`src/rtl/broadsync_pkg.sv`:
```
// Shared definitions for the BroadSync timecode serializer and its future receiver:
// state encoding, CRC polynomial and the frame length calculation.
package broadsync_pkg;

  typedef enum logic [1:0] {
    IDLE  = 2'd0,
    PEND  = 2'd1,
    SHIFT = 2'd2
  } bs_state_e;

  localparam logic [7:0] CRC8_POLY = 8'h07;

  // Start bit + lock bit + accuracy + seconds + nanoseconds + optional CRC-8.
  function automatic int frame_bits(input int acc_w, input int s_w, input int ns_w,
                                    input int crc_en);
    return 2 + acc_w + s_w + ns_w + ((crc_en != 0) ? 8 : 0);
  endfunction

endpackage

```
`src/rtl/broadsync_crc8.sv`:
```
// Serial CRC-8 (poly 0x07, init 0x00, no reflection, no final XOR), one bit per enable,
// bits presented in transmit order.
module broadsync_crc8
  import broadsync_pkg::*;
(
  input  logic       clk,
  input  logic       reset,
  input  logic       clear,
  input  logic       en,
  input  logic       din,
  output logic [7:0] crc
);

  logic [7:0] crc_q;

  // Shift one bit into the CRC; clear restarts the checksum for a new frame.
  always_ff @(posedge clk or posedge reset) begin
    if (reset) begin
      crc_q <= '0;
    end else if (clear) begin
      crc_q <= '0;
    end else if (en) begin
      crc_q <= {crc_q[6:0], 1'b0} ^ (CRC8_POLY & {8{crc_q[7] ^ din}});
    end
  end

  assign crc = crc_q;

endmodule

```
`src/rtl/broadsync_tc_serializer.sv`:
```
// BroadSync timecode serializer: free-running bit clock, one frame per accepted
// frame_en, data launched on bit clock falling edges so it is stable at each rise.
module broadsync_tc_serializer
  import broadsync_pkg::*;
#(
  parameter int S_WIDTH    = 48,
  parameter int NS_WIDTH   = 30,
  parameter int ACC_WIDTH  = 8,
  parameter int BITCLK_DIV = 4,
  parameter int CRC_EN     = 1,
  parameter int MSB_FIRST  = 1
) (
  input  logic                        ptp_clk,
  input  logic                        ptp_reset,
  input  logic                        frame_en,
  input  logic                        lock_value_in,
  input  logic [ACC_WIDTH-1:0]        clk_accuracy_in,
  input  logic [S_WIDTH+NS_WIDTH-1:0] time_value_in,
  output logic                        busy,
  output logic                        frame_done,
  output logic                        frame_drop,
  output logic                        bitclock_out,
  output logic                        heartbeat_out,
  output logic                        timecode_out
);

  localparam int FRAME_BITS = frame_bits(ACC_WIDTH, S_WIDTH, NS_WIDTH, CRC_EN);
  localparam int DATA_BITS  = 1 + ACC_WIDTH + S_WIDTH + NS_WIDTH;
  localparam int CNT_W      = $clog2(FRAME_BITS + 1);
  localparam int DIV_W      = $clog2(BITCLK_DIV);

  // Bit clock divider.
  logic [DIV_W-1:0] div_q;
  logic             bclk_q;
  logic             div_wrap;
  logic             fall_tick;

  // Frame state.
  bs_state_e          state_q;
  logic [DATA_BITS-1:0] shift_q;
  logic [7:0]         crc_sh_q;
  logic [CNT_W-1:0]   bit_cnt_q;
  logic               busy_q;
  logic               done_q;
  logic               hb_q;
  logic               tc_q;

  // Combinational helpers.
  logic [ACC_WIDTH-1:0] acc_ord;
  logic [S_WIDTH-1:0]   s_ord;
  logic [NS_WIDTH-1:0]  ns_ord;
  logic [DATA_BITS-1:0] tx_vec;
  logic [7:0]           crc_val;
  logic [7:0]           crc_bits;
  logic                 accept;
  logic                 data_phase;
  logic                 crc_en;

  assign div_wrap  = (div_q == DIV_W'(BITCLK_DIV - 1));
  assign fall_tick = div_wrap & bclk_q;

  // The frame_done cycle is still part of the frame, so requests there are refused too.
  assign accept     = frame_en & ~busy_q & ~done_q;
  assign frame_drop = frame_en & (busy_q | done_q);

  // Free-running bit clock: toggle every BITCLK_DIV cycles from reset release.
  always_ff @(posedge ptp_clk or posedge ptp_reset) begin
    if (ptp_reset) begin
      div_q  <= '0;
      bclk_q <= 1'b0;
    end else if (div_wrap) begin
      // NOTE: non-blocking assignments keep every register sampling pre-edge values,
      // so div_q and bclk_q update together regardless of statement order.
      div_q  <= '0;
      bclk_q <= ~bclk_q;
    end else begin
      div_q <= div_q + DIV_W'(1);
    end
  end

  // Arrange each field in transmit bit order; the field order itself never changes.
  always_comb begin
    // NOTE: every output of this block gets a value before any condition, so no latch.
    acc_ord = clk_accuracy_in;
    s_ord   = time_value_in[S_WIDTH+NS_WIDTH-1:NS_WIDTH];
    ns_ord  = time_value_in[NS_WIDTH-1:0];
    if (MSB_FIRST == 0) begin
      for (int i = 0; i < ACC_WIDTH; i++) acc_ord[i] = clk_accuracy_in[ACC_WIDTH-1-i];
      for (int i = 0; i < S_WIDTH; i++)   s_ord[i]   = time_value_in[NS_WIDTH+S_WIDTH-1-i];
      for (int i = 0; i < NS_WIDTH; i++)  ns_ord[i]  = time_value_in[NS_WIDTH-1-i];
    end
  end

  assign tx_vec = {lock_value_in, acc_ord, s_ord, ns_ord};

  // The first CRC bit comes straight from the checksum, later ones from the shift copy.
  always_comb begin
    crc_bits = crc_sh_q;
    if (bit_cnt_q == CNT_W'(DATA_BITS + 1)) crc_bits = crc_val;
  end

  assign data_phase = (bit_cnt_q <= CNT_W'(DATA_BITS)) && (bit_cnt_q != CNT_W'(0));
  assign crc_en     = (state_q == SHIFT) && fall_tick && data_phase;

  broadsync_crc8 u_crc (
    .clk   (ptp_clk),
    .reset (ptp_reset),
    .clear (accept),
    .en    (crc_en),
    .din   (shift_q[DATA_BITS-1]),
    .crc   (crc_val)
  );

  // Frame FSM: capture on accept, start on the next bit clock fall, one bit per fall.
  always_ff @(posedge ptp_clk or posedge ptp_reset) begin
    if (ptp_reset) begin
      // NOTE: the shadow/shift register is reset as well; it is small, and a known
      // value after reset keeps an aborted frame from leaking into the next one.
      state_q   <= IDLE;
      shift_q   <= '0;
      crc_sh_q  <= '0;
      bit_cnt_q <= '0;
      busy_q    <= 1'b0;
      done_q    <= 1'b0;
      hb_q      <= 1'b0;
      tc_q      <= 1'b0;
    end else begin
      done_q <= 1'b0;
      case (state_q)
        IDLE: begin
          if (accept) begin
            shift_q <= tx_vec;
            busy_q  <= 1'b1;
            state_q <= PEND;
          end
        end
        PEND: begin
          if (fall_tick) begin
            state_q   <= SHIFT;
            tc_q      <= 1'b1;
            hb_q      <= 1'b1;
            bit_cnt_q <= CNT_W'(1);
          end
        end
        SHIFT: begin
          if (fall_tick) begin
            hb_q <= 1'b0;
            if (bit_cnt_q == CNT_W'(FRAME_BITS)) begin
              state_q   <= IDLE;
              tc_q      <= 1'b0;
              busy_q    <= 1'b0;
              done_q    <= 1'b1;
              bit_cnt_q <= '0;
            end else begin
              bit_cnt_q <= bit_cnt_q + CNT_W'(1);
              if (data_phase) begin
                tc_q    <= shift_q[DATA_BITS-1];
                shift_q <= {shift_q[DATA_BITS-2:0], 1'b0};
              end else begin
                tc_q     <= crc_bits[7];
                crc_sh_q <= {crc_bits[6:0], 1'b0};
              end
            end
          end
        end
        default: state_q <= IDLE;
      endcase
    end
  end

  assign busy          = busy_q;
  assign frame_done    = done_q;
  assign bitclock_out  = bclk_q;
  assign heartbeat_out = hb_q;
  assign timecode_out  = tc_q;

endmodule
```
`config.mk`:
```
export PLATFORM = sky130hd
export DESIGN_NAME = broadsync_tc_serializer
export DESIGN_NICKNAME = d
export VERILOG_FILES = /design/src/rtl/broadsync_pkg.sv /design/src/rtl/broadsync_crc8.sv /design/src/rtl/broadsync_tc_serializer.sv
export SDC_FILE = /design/constraint.sdc
export NUM_CORES = 1
export LEC_CHECK = 0
export ABC_AREA = 1
export CAP_MARGIN = 30
export CELL_PAD_IN_SITES_DETAIL_PLACEMENT = 0
export CELL_PAD_IN_SITES_GLOBAL_PLACEMENT = 1
export CORE_UTILIZATION = 43
export CTS_BUF_LIST = sky130_fd_sc_hd__clkbuf_4 sky130_fd_sc_hd__clkbuf_8
export CTS_CLUSTER_SIZE = 40
export DETAILED_ROUTE_END_ITERATION = 8
export PLACE_DENSITY = 0.86
export SLEW_MARGIN = 20
export SYNTH_ARGS = -nofsm -noshare
export SYNTH_HDL_FRONTEND = slang
export SYNTH_SLANG_ARGS = --single-unit
```
`constraint.sdc`:
```
create_clock -name ptp_clk -period 7.8 [get_ports ptp_clk]
set_input_delay 1.17 -clock ptp_clk [delete_from_list [all_inputs] [get_ports ptp_clk]]
set_output_delay 1.17 -clock ptp_clk [all_outputs]
set_load 0.02 [all_outputs]
```
==> results.txt <==
Sink Count -> 118
Pleak -> 0.004083 uW
ANT nets after route -> 0
Slew Limit Fails -> 0
CTS H-tree lvls -> 4
post-synthesis cell area -> 6065 sq um
worst rel slew slack -> 0.3514
pwr dens -> 162.6 nW/um^2
Clock Pin Slew Worst Setup and Hold Paths -> 0.06 ns
CP arrival -> 3.94 ns
Hold-fix buffers, CTS -> 0
initial core utilization -> 0.4386
Die Y -> 120.8 um
Layout Area Growth over Synthesis -> 23.60%
Final min period -> 3.642 ns
CTS Root Cell -> clkbuf_8
final hold viol count -> 0
global route overflow -> 0
Peak VDD IR -> 95.65 uV
post_cts resized -> 0
die width -> 120.8 um
DR pass1 iterations -> 5
Post-synth EDFFs -> 0
placed wire-length estimate -> 8.603 mm
Clock Latency Late Sink -> 0.43 ns
layout cells sized above 1 -> 0.05462
post-synthesis register bit count -> 118
ys flop type -> dfrtp_1
final setup violation count -> 0
global-route wire length before repair -> 24.51 mm
Yosys cell types -> 24
crit path kind -> primary input to flip-flop
Mapped Nets -> 961
Synth Area per Inst -> 6.987 sq um
RSZ-0062 raised after global routing -> false
row cnt -> 43
Core ar. -> 13830 sq um
Seq/Total Area, Yosys -> 0.4869
vias in the first global route -> 5185
Clock Path Buffers -> 2
Synth async-reset ratio -> 1.000
Max-Cap Viols -> 0
Startpoint Class -> primary input
post-DR wirelength/cell -> 12.77 um
fmax -> 0.2746 GHz
drc violations -> 0
GR Util All Layers -> 0.2134
worst hold path type -> flip-flop to flip-flop
CP required -> 8.10 ns
largest net degree at the start of global routing -> 91
GPL Wtd Cong -> 0.8220
sum of negative setup slack -> 0 ns
Crit. End Element -> flip-flop
final WL -> 14.45 mm
status -> finished clean
skew final -> 0.01169 ns
smallest hold slack -> 0.4301 ns
cts bufs inserted -> 17
diode count -> 0
die area -> 14580 sq um
Mapped Cells -> 868
Final Cycle Share -> 0.4670
Worst Tran Pin Value -> 0.9729 ns
synth warn -> 0
CP Max Fanout -> 88
Final #Nets -> 1033
DR vias -> 5517
initial antenna violation count -> 0
I/O Pins -> 96
DR iter-0 viols -> 567
postcts setup bufs -> 0
Port Buffers -> 95
vias per std cell -> 4.874
CTS tree -> yes
kinds of logic (layout without fill, tap and decap cells):
group / after synthesis / count (layout) / share of synthesized area
flip-flops: 118 / 118 / 0.4869
AND/OR/NAND/NOR: 631 / 631 / 0.4174
adder cells (fa/ha/maj): 3 / 3 / 0.006190
AO/OA/AOI/OAI: 31 / 31 / 0.02641
XOR/XNOR: 3 / 3 / 0.004333
buffers and inverters: 82 / 166 / 0.05880
cell usage after synthesis (3+ instances only):
cell type	instances	area share
nand3_1	103	0.085
inv_2	7	0.0043
buf_2	19	0.016
xor2_1	3	0.0043
nand2_1	491	0.30
inv_1	26	0.016
a21oi_1	10	0.0083
dfrtp_1	118	0.49
clkbuf_1	23	0.014
ha_1	3	0.0062
nor2_1	27	0.017
o21ai_0	18	0.015
nand2_2	3	0.0031
cell usage in the layout (no fill, tap or decap), drive strengths merged:
| cell | n |
|---|---|
| nand4 | 2 |
| nand3 | 103 |
| xor2 | 3 |
| inv | 34 |
| buf | 5 |
| ha | 3 |
| o21ai | 18 |
| dfrtp | 118 |
| a22oi | 1 |
| bufinv | 1 |
| clkinv | 3 |
| o22ai | 2 |
| clkbuf | 28 |
| nor2 | 29 |
| nand2 | 496 |
| clkdlybuf4s50 | 95 |
| nor3 | 1 |
| a21oi | 10 |
critical path: stages:
cell and delay (ns):
clkdlybuf4s50_1 0.50, nand2_2 0.12, inv_2 0.12, nand3_1 0.10
nand2_1 0.09, nand2_1 0.09, inv_4 0.65, nand2_4 0.72
nand2_1 0.22, nand2_1 0.08
metrics by stage:
step	instances	setup WS, ns	instance area, sq um	power [uW]	utilization
2_1_floorplan	868	3.501	6065	633.5	-
3_3_place_gp	1098	3.793	7041	684.6	0.5092
3_5_place_dp	1098	3.720	7041	684.6	0.5092
4_1_cts	1129	4.185	7428	1234	0.5372
5_1_grt	1132	3.887	7496	1266	0.5421
6_report	1132	4.158	7496	1219	0.5421
cell type report:
type                       instances  area, sq um
fill                            1363         6331
inverter                          35        136.4
clock inverter                     3        40.04
timing repair buffer             100         1033
sequential                       118         2953
multi-input combinational        668         2760
clock buffer                      28        347.8
tap                              180        225.2
routing by layer:
layer  track usage  wire length (um)
met2        0.3380              6763
met3       0.05377               588
met1        0.2900              6939
met4       0.05864               162
met5             0                 0
power breakdown:
group	switching [uW]	internal, uW	leakage [uW]
Sequential	0	612	0.00163
Combinational	21.1	40.8	0.00225
Clock	232	313	0.000208
path summary, 6_finish.rpt:
path	from	end	slack, ns	depth (start not counted)
max reg2reg	div_q[0]	shift_q[58]	4.68	10
min	div_q[0]	div_q[0]	0.43	1
max in group asynchronous	ptp_reset	shift_q[49]	5.61	4
max	frame_en	shift_q[58]	4.16	10
min reg2reg	div_q[0]	div_q[0]	0.43	1
min in group asynchronous	ptp_reset	crc_sh_q[5]	1.15	2
registers in the layout (all words and copies together) (netlist names), 2 cells and up:
register   cells
crc_sh_q       7
u_crc.crc      8
state_q        2
bit_cnt_q      7
shift_q       87
div_q          2
Note: power is estimated with default switching activity, not from simulation.
